<file path="config.mk">
export PLATFORM = sky130hd
export DESIGN_NAME = ssd_mux_driver
export DESIGN_NICKNAME = d
export VERILOG_FILES = /design/src/rtl/ssd_mux_driver.sv
export SDC_FILE = /design/constraint.sdc
export NUM_CORES = 1
export LEC_CHECK = 0
export CAP_MARGIN = 25
export CORE_MARGIN = 2
export CORE_UTILIZATION = 50
export DETAILED_ROUTE_END_ITERATION = 10
export PLACE_DENSITY_LB_ADDON = 0.2
export SYNTH_ARGS = -nofsm -noshare
export SYNTH_HDL_FRONTEND = slang
export SYNTH_SLANG_ARGS = --single-unit
</file>
<file path="constraint.sdc">
create_clock -name Clk -period 2.3 [get_ports Clk]
set_input_delay 0.345 -clock Clk [delete_from_list [all_inputs] [get_ports Clk]]
set_output_delay 0.345 -clock Clk [all_outputs]
set_load 0.01 [all_outputs]
</file>
<file path="src/rtl/ssd_mux_driver.sv">
// Time-multiplexed seven-segment driver with a shadow/display double buffer.
// Define SSD_LZ_SUPPRESS_EN to blank leading zero digits.
module ssd_mux_driver #(
   parameter int NUM_DIGITS = 4,
   parameter int PRESCALE   = 50000,
   parameter int ACTIVE_LOW = 0
) (
   input  logic                    Clk,
   input  logic                    Reset,
   input  logic [4*NUM_DIGITS-1:0] DigitsIn,
   input  logic [NUM_DIGITS-1:0]   DPIn,
   input  logic [NUM_DIGITS-1:0]   BlankIn,
   input  logic                    LoadIn,
   output logic [6:0]              SSDOut,
   output logic                    DPOut,
   output logic [NUM_DIGITS-1:0]   AnodeOut,
   output logic                    PendingOut,
   output logic                    FrameTick
);

   localparam int CNT_W = $clog2(PRESCALE);
   localparam int IDX_W = $clog2(NUM_DIGITS);
   localparam logic [CNT_W-1:0] CNT_LAST = CNT_W'(PRESCALE - 1);
   localparam logic [IDX_W-1:0] IDX_LAST = IDX_W'(NUM_DIGITS - 1);
   localparam logic INV = (ACTIVE_LOW != 0);

   typedef struct packed {
      logic [4*NUM_DIGITS-1:0] digits;
      logic [NUM_DIGITS-1:0]   dp;
      logic [NUM_DIGITS-1:0]   blank;
   } frame_t;

   logic [CNT_W-1:0]      cnt_q, cnt_d;
   logic [IDX_W-1:0]      idx_q, idx_d;
   frame_t                shadow_q, shadow_d;
   frame_t                disp_q, disp_d;
   logic                  pending_q, pending_d;
   logic                  frame_q, frame_d;
   logic [6:0]            ssd_q, ssd_d;
   logic                  dp_q, dp_d;
   logic [NUM_DIGITS-1:0] anode_q, anode_d;

   logic                  slot_tick;
   logic [NUM_DIGITS-1:0] lz_blank;
   logic [NUM_DIGITS-1:0] anode_hot;
   logic [3:0]            cur_nib;
   logic                  cur_dp;
   logic                  cur_blank;

   function automatic logic [6:0] seg_decode(input logic [3:0] v);
      case (v)
         4'h0:    seg_decode = 7'h3F;
         4'h1:    seg_decode = 7'h06;
         4'h2:    seg_decode = 7'h5B;
         4'h3:    seg_decode = 7'h4F;
         4'h4:    seg_decode = 7'h66;
         4'h5:    seg_decode = 7'h6D;
         4'h6:    seg_decode = 7'h7D;
         4'h7:    seg_decode = 7'h07;
         4'h8:    seg_decode = 7'h7F;
         4'h9:    seg_decode = 7'h6F;
         4'hA:    seg_decode = 7'h77;
         4'hB:    seg_decode = 7'h7C;
         4'hC:    seg_decode = 7'h39;
         4'hD:    seg_decode = 7'h5E;
         4'hE:    seg_decode = 7'h79;
         default: seg_decode = 7'h71;
      endcase
   endfunction

`ifdef SSD_LZ_SUPPRESS_EN
   logic lz_run;

   // A zero stays dark while every more-significant digit is also zero,
   // unless its own decimal point is lit; digit 0 always shows.
   always_comb begin
      lz_blank = '0;
      lz_run   = 1'b1;
      for (int k = NUM_DIGITS - 1; k >= 1; k--) begin
         lz_run      = lz_run && (disp_q.digits[4*k +: 4] == 4'h0);
         lz_blank[k] = lz_run && !disp_q.dp[k];
      end
   end
`else
   always_comb lz_blank = '0;
`endif

   always_comb begin
      cur_nib   = 4'h0;
      cur_dp    = 1'b0;
      cur_blank = 1'b0;
      anode_hot = '0;
      for (int k = 0; k < NUM_DIGITS; k++) begin
         anode_hot[k] = (idx_q == IDX_W'(k));
         if (idx_q == IDX_W'(k)) begin
            cur_nib   = disp_q.digits[4*k +: 4];
            cur_dp    = disp_q.dp[k];
            cur_blank = disp_q.blank[k] | lz_blank[k];
         end
      end
   end

   always_comb begin
      // NOTE: every _d takes its hold value first so no branch can infer a latch.
      slot_tick = (cnt_q == CNT_LAST);
      cnt_d     = slot_tick ? '0 : cnt_q + CNT_W'(1);
      idx_d     = idx_q;
      shadow_d  = shadow_q;
      disp_d    = disp_q;
      pending_d = pending_q;
      frame_d   = 1'b0;
      ssd_d     = ssd_q;
      dp_d      = dp_q;
      anode_d   = anode_q;

      if (LoadIn) begin
         shadow_d  = '{digits: DigitsIn, dp: DPIn, blank: BlankIn};
         pending_d = 1'b1;
      end

      if (slot_tick) begin
         ssd_d   = (cur_blank ? 7'h00 : seg_decode(cur_nib)) ^ {7{INV}};
         dp_d    = (cur_dp & ~cur_blank) ^ INV;
         anode_d = anode_hot ^ {NUM_DIGITS{INV}};
         if (idx_q == IDX_LAST) begin
            // Frame boundary: the display buffer only ever changes here.
            idx_d   = '0;
            disp_d  = shadow_q;
            frame_d = 1'b1;
            if (!LoadIn) pending_d = 1'b0;
         end else begin
            idx_d = idx_q + IDX_W'(1);
         end
      end
   end

   always_ff @(posedge Clk) begin
      if (Reset) begin
         // NOTE: shadow and display are reset as well, so pending data is dropped.
         cnt_q     <= '0;
         idx_q     <= '0;
         shadow_q  <= '0;
         disp_q    <= '0;
         pending_q <= 1'b0;
         frame_q   <= 1'b0;
         ssd_q     <= {7{INV}};
         dp_q      <= INV;
         anode_q   <= {NUM_DIGITS{INV}};
      end else begin
         // NOTE: non-blocking so every register updates from the same pre-edge values.
         cnt_q     <= cnt_d;
         idx_q     <= idx_d;
         shadow_q  <= shadow_d;
         disp_q    <= disp_d;
         pending_q <= pending_d;
         frame_q   <= frame_d;
         ssd_q     <= ssd_d;
         dp_q      <= dp_d;
         anode_q   <= anode_d;
      end
   end

   assign SSDOut     = ssd_q;
   assign DPOut      = dp_q;
   assign AnodeOut   = anode_q;
   assign PendingOut = pending_q;
   assign FrameTick  = frame_q;

endmodule
</file>
Yosys cells after proc, flatten, opt, wreduce, memory -nomap -nowiden --
Memory sizes are Yosys's and may differ from the RTL's. Index checks and enable logic that the tools add are counted.
Cells by class: add/subtract/negate cells 2, eq/ne operators 4, muxes and demuxes 19, bitwise logic cells 3, reductions and logical operators 4
Operators by type and width (number):
- $add A16 B1 Y16 const B | 1
- $eq A16 B16 Y1 const B | 1
- $mux W4 | 4
- $mux W1 | 13
- $mux W7 | 1
- $eq A2 B2 Y1 const B | 2
- $reduce_or A2 Y1 | 2
- $add A2 B1 Y2 const B | 1
- $eq A2 B1 Y1 const B | 1
- $logic_not A2 Y1 | 1
- $mux W2 | 1
- $not A1 Y1 | 2
- $reduce_and A2 Y1 | 1
- $and A1 B1 Y1 | 1
Storage, ports and cells: register bits after elaboration 80, ROM bits 112, input port bits 27, output and inout bits 14, word-level logic and storage cells 46, memories 1
Memory list:
- (no name shown) | depth 16, width 7, read ports 1, clocked after Yosys merged registers in 0, wr ports 0, line 51 | case (v)

Longest topological paths before layout --
word-level depth 7, gate-level depth with buffers 10, depth with buffers taken out 9

Worst setup path before layout --
Ideal clock, no wire load.
path type reg2reg, start register idx_q[1], end register ssd_q[0], in the netlist SSDOut[0], setup time 0.117 ns, data arrival time 2.172 ns, data required time 2.183 ns, setup slack 0.011 ns, cell stages (with the launch flop) 11, path buffers 1, period minus slack after synthesis 2.289 ns, cells stage by stage dfxtp_1 inv_1 ha_1 buf_6 nand3b_1 a211o_1 inv_1 ha_1 inv_1 or3_1 a32o_1
Between the ends: elaborated cells on any way between the ends 14, those cells by class 3 x eq/ne; 9 x mux; 1 x reduce/logical; 1 x memory
RTL lines:
- start, declared | line 34 | logic [IDX_W-1:0] idx_q, idx_d;
- start signal, assigned | line 152 | idx_q <= idx_d;
- $eq A2 B1 Y1 *
- net anode_hot[1] | line 45 | logic [NUM_DIGITS-1:0] anode_hot;
- $mux W4 (3 in series) | line 95 | if (idx_q == IDX_W'(k)) begin
- $mem_v2 Z16 W7
- $mux W7 * | line 122 | ssd_d = (cur_blank ? 7'h00 : seg_decode(cur_nib)) ^ {7{INV}};
- end signal, assigned | line 146 | ssd_q <= {7{INV}};
- end signal, assigned | line 157 | ssd_q <= ssd_d;
- end, declared | line 39 | logic [6:0] ssd_q, ssd_d;
The timed path passes the listed nets; every way through them passes the cells marked *. A chain may end at the register's enable or synchronous reset.

Final worst setup path --
start register idx_q[0], end register ssd_q[3], in the netlist SSDOut[3]
Between the ends: elaborated cells on any way between the ends 14, those cells by class 3 x eq/ne; 9 x mux; 1 x reduce/logical; 1 x memory
RTL lines (line):
- $eq A2 B2 Y1 *
- net anode_hot[2] | 45
- $mux W4 (2 in series) | 95
- $mem_v2 Z16 W7
- $mux W7 * | 122
Marks and branches as above.

==> results.yml <==
status:
  status: "finished, final reports clean"
clock_tree:
  tritoncts: "built"
  clkTransAtPathRegs_ns: 0.08
  cts_buffers: 9
  ctsHoldBuffers: 0
  cts_root_buffer: "clkbuf_8"
  htree_levels: 3
  cts_sinks: 80
  cts_buffer_depth: 2
  worst_skew_pair.late_latency_ns: 0.35
timing:
  fin_crit_sh: 0.956
  relSlewSlack: 0.389
  setup_slack_ns: 0.101
  clock-skew-final_ns: 0.00630
  finalSetupViolCount: 0
  final-max-slew-violation-count: 0
  worstMarginPinSlew_ns: 0.914
  rsz0062_at_grt: "false"
  setup_tns_ns: 0
  timing.final.crit_period_ns: 2.20
  hold_viol_final: 0
  max_freq_ghz: 0.455
synth:
  yosys.cell_types.count: 42
  synth_fp_nets: 385
  postSynthCellCount: 347
  async_flop_share: 0
  yosysSeqAreaShare: 0.471
  synth-edff-count: 0
  netlist_area_um2: 3400
  ys.flop_type: "dfxtp_1"
  syn_area_per_cell_um2: 9.80
  synth-seq-cells: 80
  ys_warn_count: 0
grt:
  grtUsageTotal: 0.181
  met3_usage: 0.0486
  grt-ovfl-total: 0
  first_global_vias: 2355
  grt_use_met1: 0.241
  grt_pass1_wl_mm: 10.8
  grt_max_degree: 35
  antenna_found_initial: 0
  grt.busiest_layer: "met2"
  grt_use_met2: 0.283
finish:
  seqCellArea_um2: 1610
  final_area_um2: 4210
  multiInputGateArea_um2: 1710
  diodes: 0
  utilization: 0.630
  syn_to_final_growth_pct: 23.7
  drive_above_1_share: 0.127
  fill_cells: 556
  nNetsFinal: 436
placement:
  place_ws_ns: -0.0214
  gp_congestion: 0.833
  placed_area_um2: 3920
  hpwl_mm: 4.47
  numPortBuffers: 40
drt:
  wirelength_mm: 6.36
  drt_iter0_drc: 81
  wl_per_cell_um: 13.2
  via_per_inst: 5.18
  post-route-drc-count: 0
  dr.pass1.iters: 4
  antenna_left: 0
  vias: 2503
floorplanning:
  core_um2: 6680
  rows: 30
  dieHeight_um: 86.5
  initial_core_util: 0.509
  die_area_um2: 7470
  io_pins: 41
  die_x_um: 86.5
worst_setup_path:
  critical_path_buf_inv_count: 3
  max_stage_delay_ns: 0.44
  endpoint_kind: "flop"
  cp.required_ns: 2.54
  crit_path_max_fanout: 7
  cpMaxStageDelayCell: "a311oi_2"
  path_class: "reg2reg"
  r2r.worst_path.cells: 8
  startpoint_type: "flop"
  cp.depth: 8
  critPathArrivalTime_ns: 2.44
  crit_family: "compound AO/OA/AOI/OAI gates"
  crit_chain: "inv_2, ha_4, buf_4, nor3b_1, a311oi_2, buf_4, mux2_2, a22o_1"
  cp_common_cell: "buf_4"
power_and_ir_drop:
  p_leak_nw: 1.88
  power.density_nw_per_um2: 628
  vdd_ir_drop_max_mv: 0.488
hold_path:
  hp-class: "in2reg"
  whs_path_depth: 2
job:
  drv_cap: 0
-- layout by cell type, fill, tap and decap left out, types with 3 or more instances in the layout --
master,netlist,layout
clkbuf_8,0,11
dfxtp_1,80,78
nor2b_1,8,8
a211o_1,3,3
mux2i_1,52,52
a22o_1,7,7
a211oi_1,4,4
ha_1,11,7
nor2_1,73,73
clkdlybuf4s50_1,0,39
nand3_1,8,8
inv_1,8,5
nand2_1,14,14
ha_4,0,3
nand3b_1,4,4
inv_2,0,3
a32o_1,4,4
nand4_1,4,4
nor3b_1,4,4
o21ai_0,3,3
and3_1,3,3
buf_4,1,18
xnor2_1,6,6
xor2_1,8,8
-- registers in the layout, summed over array words and instances (netlist names) --
name / cells
idx_q: 2
DPOut: 1
shadow_q: 24
SSDOut: 7
disp_q: 24
AnodeOut: 4
PendingOut: 1
FrameTick: 1
cnt_q: 16
-- stage by stage --
stage               hold WS, ns  power, W  cells
finish                    0.380   0.00264    483
global route              0.389   0.00275    483
CTS                       0.371   0.00267    479
detailed placement        0.441   0.00159    463
global placement          0.436   0.00159    463
floorplan                 0.430   0.00153    347
-- where the power goes --
group	total [W]	internal (W)	switching, W
clock	0.00109	0.000566	0.000519
combinational	0.000128	0.0000733	0.0000546
sequential	0.00143	0.00141	0.0000174
total	0.00264	0.00205	0.000591
-- layer usage --
| metal | share of wire | routed length, µm | vias to the layer above |
|---|---|---|---|
| li1 | - | - | 1298 |
| met5 | 0 | 0 | - |
| met4 | 0.014 | 87 | 0 |
| met2 | 0.45 | 2870 | 37 |
| met3 | 0.031 | 200 | 12 |
| met1 | 0.50 | 3200 | 1156 |
-- synth_stat cells, types with 4 or more instances --
cell type	instances	area (µm²)
nor3b_1	4	30.0
a211oi_1	4	30.0
xnor2_1	6	52.6
nand2_1	14	52.6
nand3b_1	4	30.0
xor2_1	8	70.1
nand4_1	4	25.0
mux2i_1	52	521
ha_1	11	138
nand3_1	8	40.0
nor2b_1	8	50.1
a32o_1	4	40.0
clkbuf_1	11	41.3
inv_1	8	30.0
a22o_1	7	61.3
dfxtp_1	80	1600
nor2_1	73	274
buf_2	4	20.0
-- kinds of logic (layout without fill, tap and decap cells) --
group | count (synthesis) | count (layout) | share of synthesized area
AOI/OAI and AO/OA | 32 | 32 | 0.0773
xor gates and xnor gates | 14 | 14 | 0.0361
adders and majority gates | 11 | 11 | 0.0405
buffers and inverters | 27 | 83 | 0.0390
DFF | 80 | 80 | 0.471
muxes | 53 | 53 | 0.156
and+or+nand+nor | 130 | 130 | 0.180
-- final timing paths --
kind	start	end	slack, ns
min	Reset	disp_q[4]	0.38
min reg2reg	AnodeOut[3]	AnodeOut[3]	0.45
max reg2reg	idx_q[0]	SSDOut[3]	0.10
max	idx_q[0]	SSDOut[3]	0.10
-- repair_timing --
action                                  4_1_cts  5_1_grt
buffers inserted                              0        4
pin swaps                                     0        2
gates resized for setup                       2       11
endpoints found under the setup margin        2        5
-- layout make-up --
type | instances | share of cell area
clock buffers | 11 | 0.0360
clock inverters | 5 | 0.0149
multi-input cells | 240 | 0.405
inverters | 8 | 0.00714
repair buffers | 59 | 0.131
well taps | 80 | 0.0238
flip-flops and latches | 80 | 0.382
Note: power is estimated with default switching activity, not from simulation.
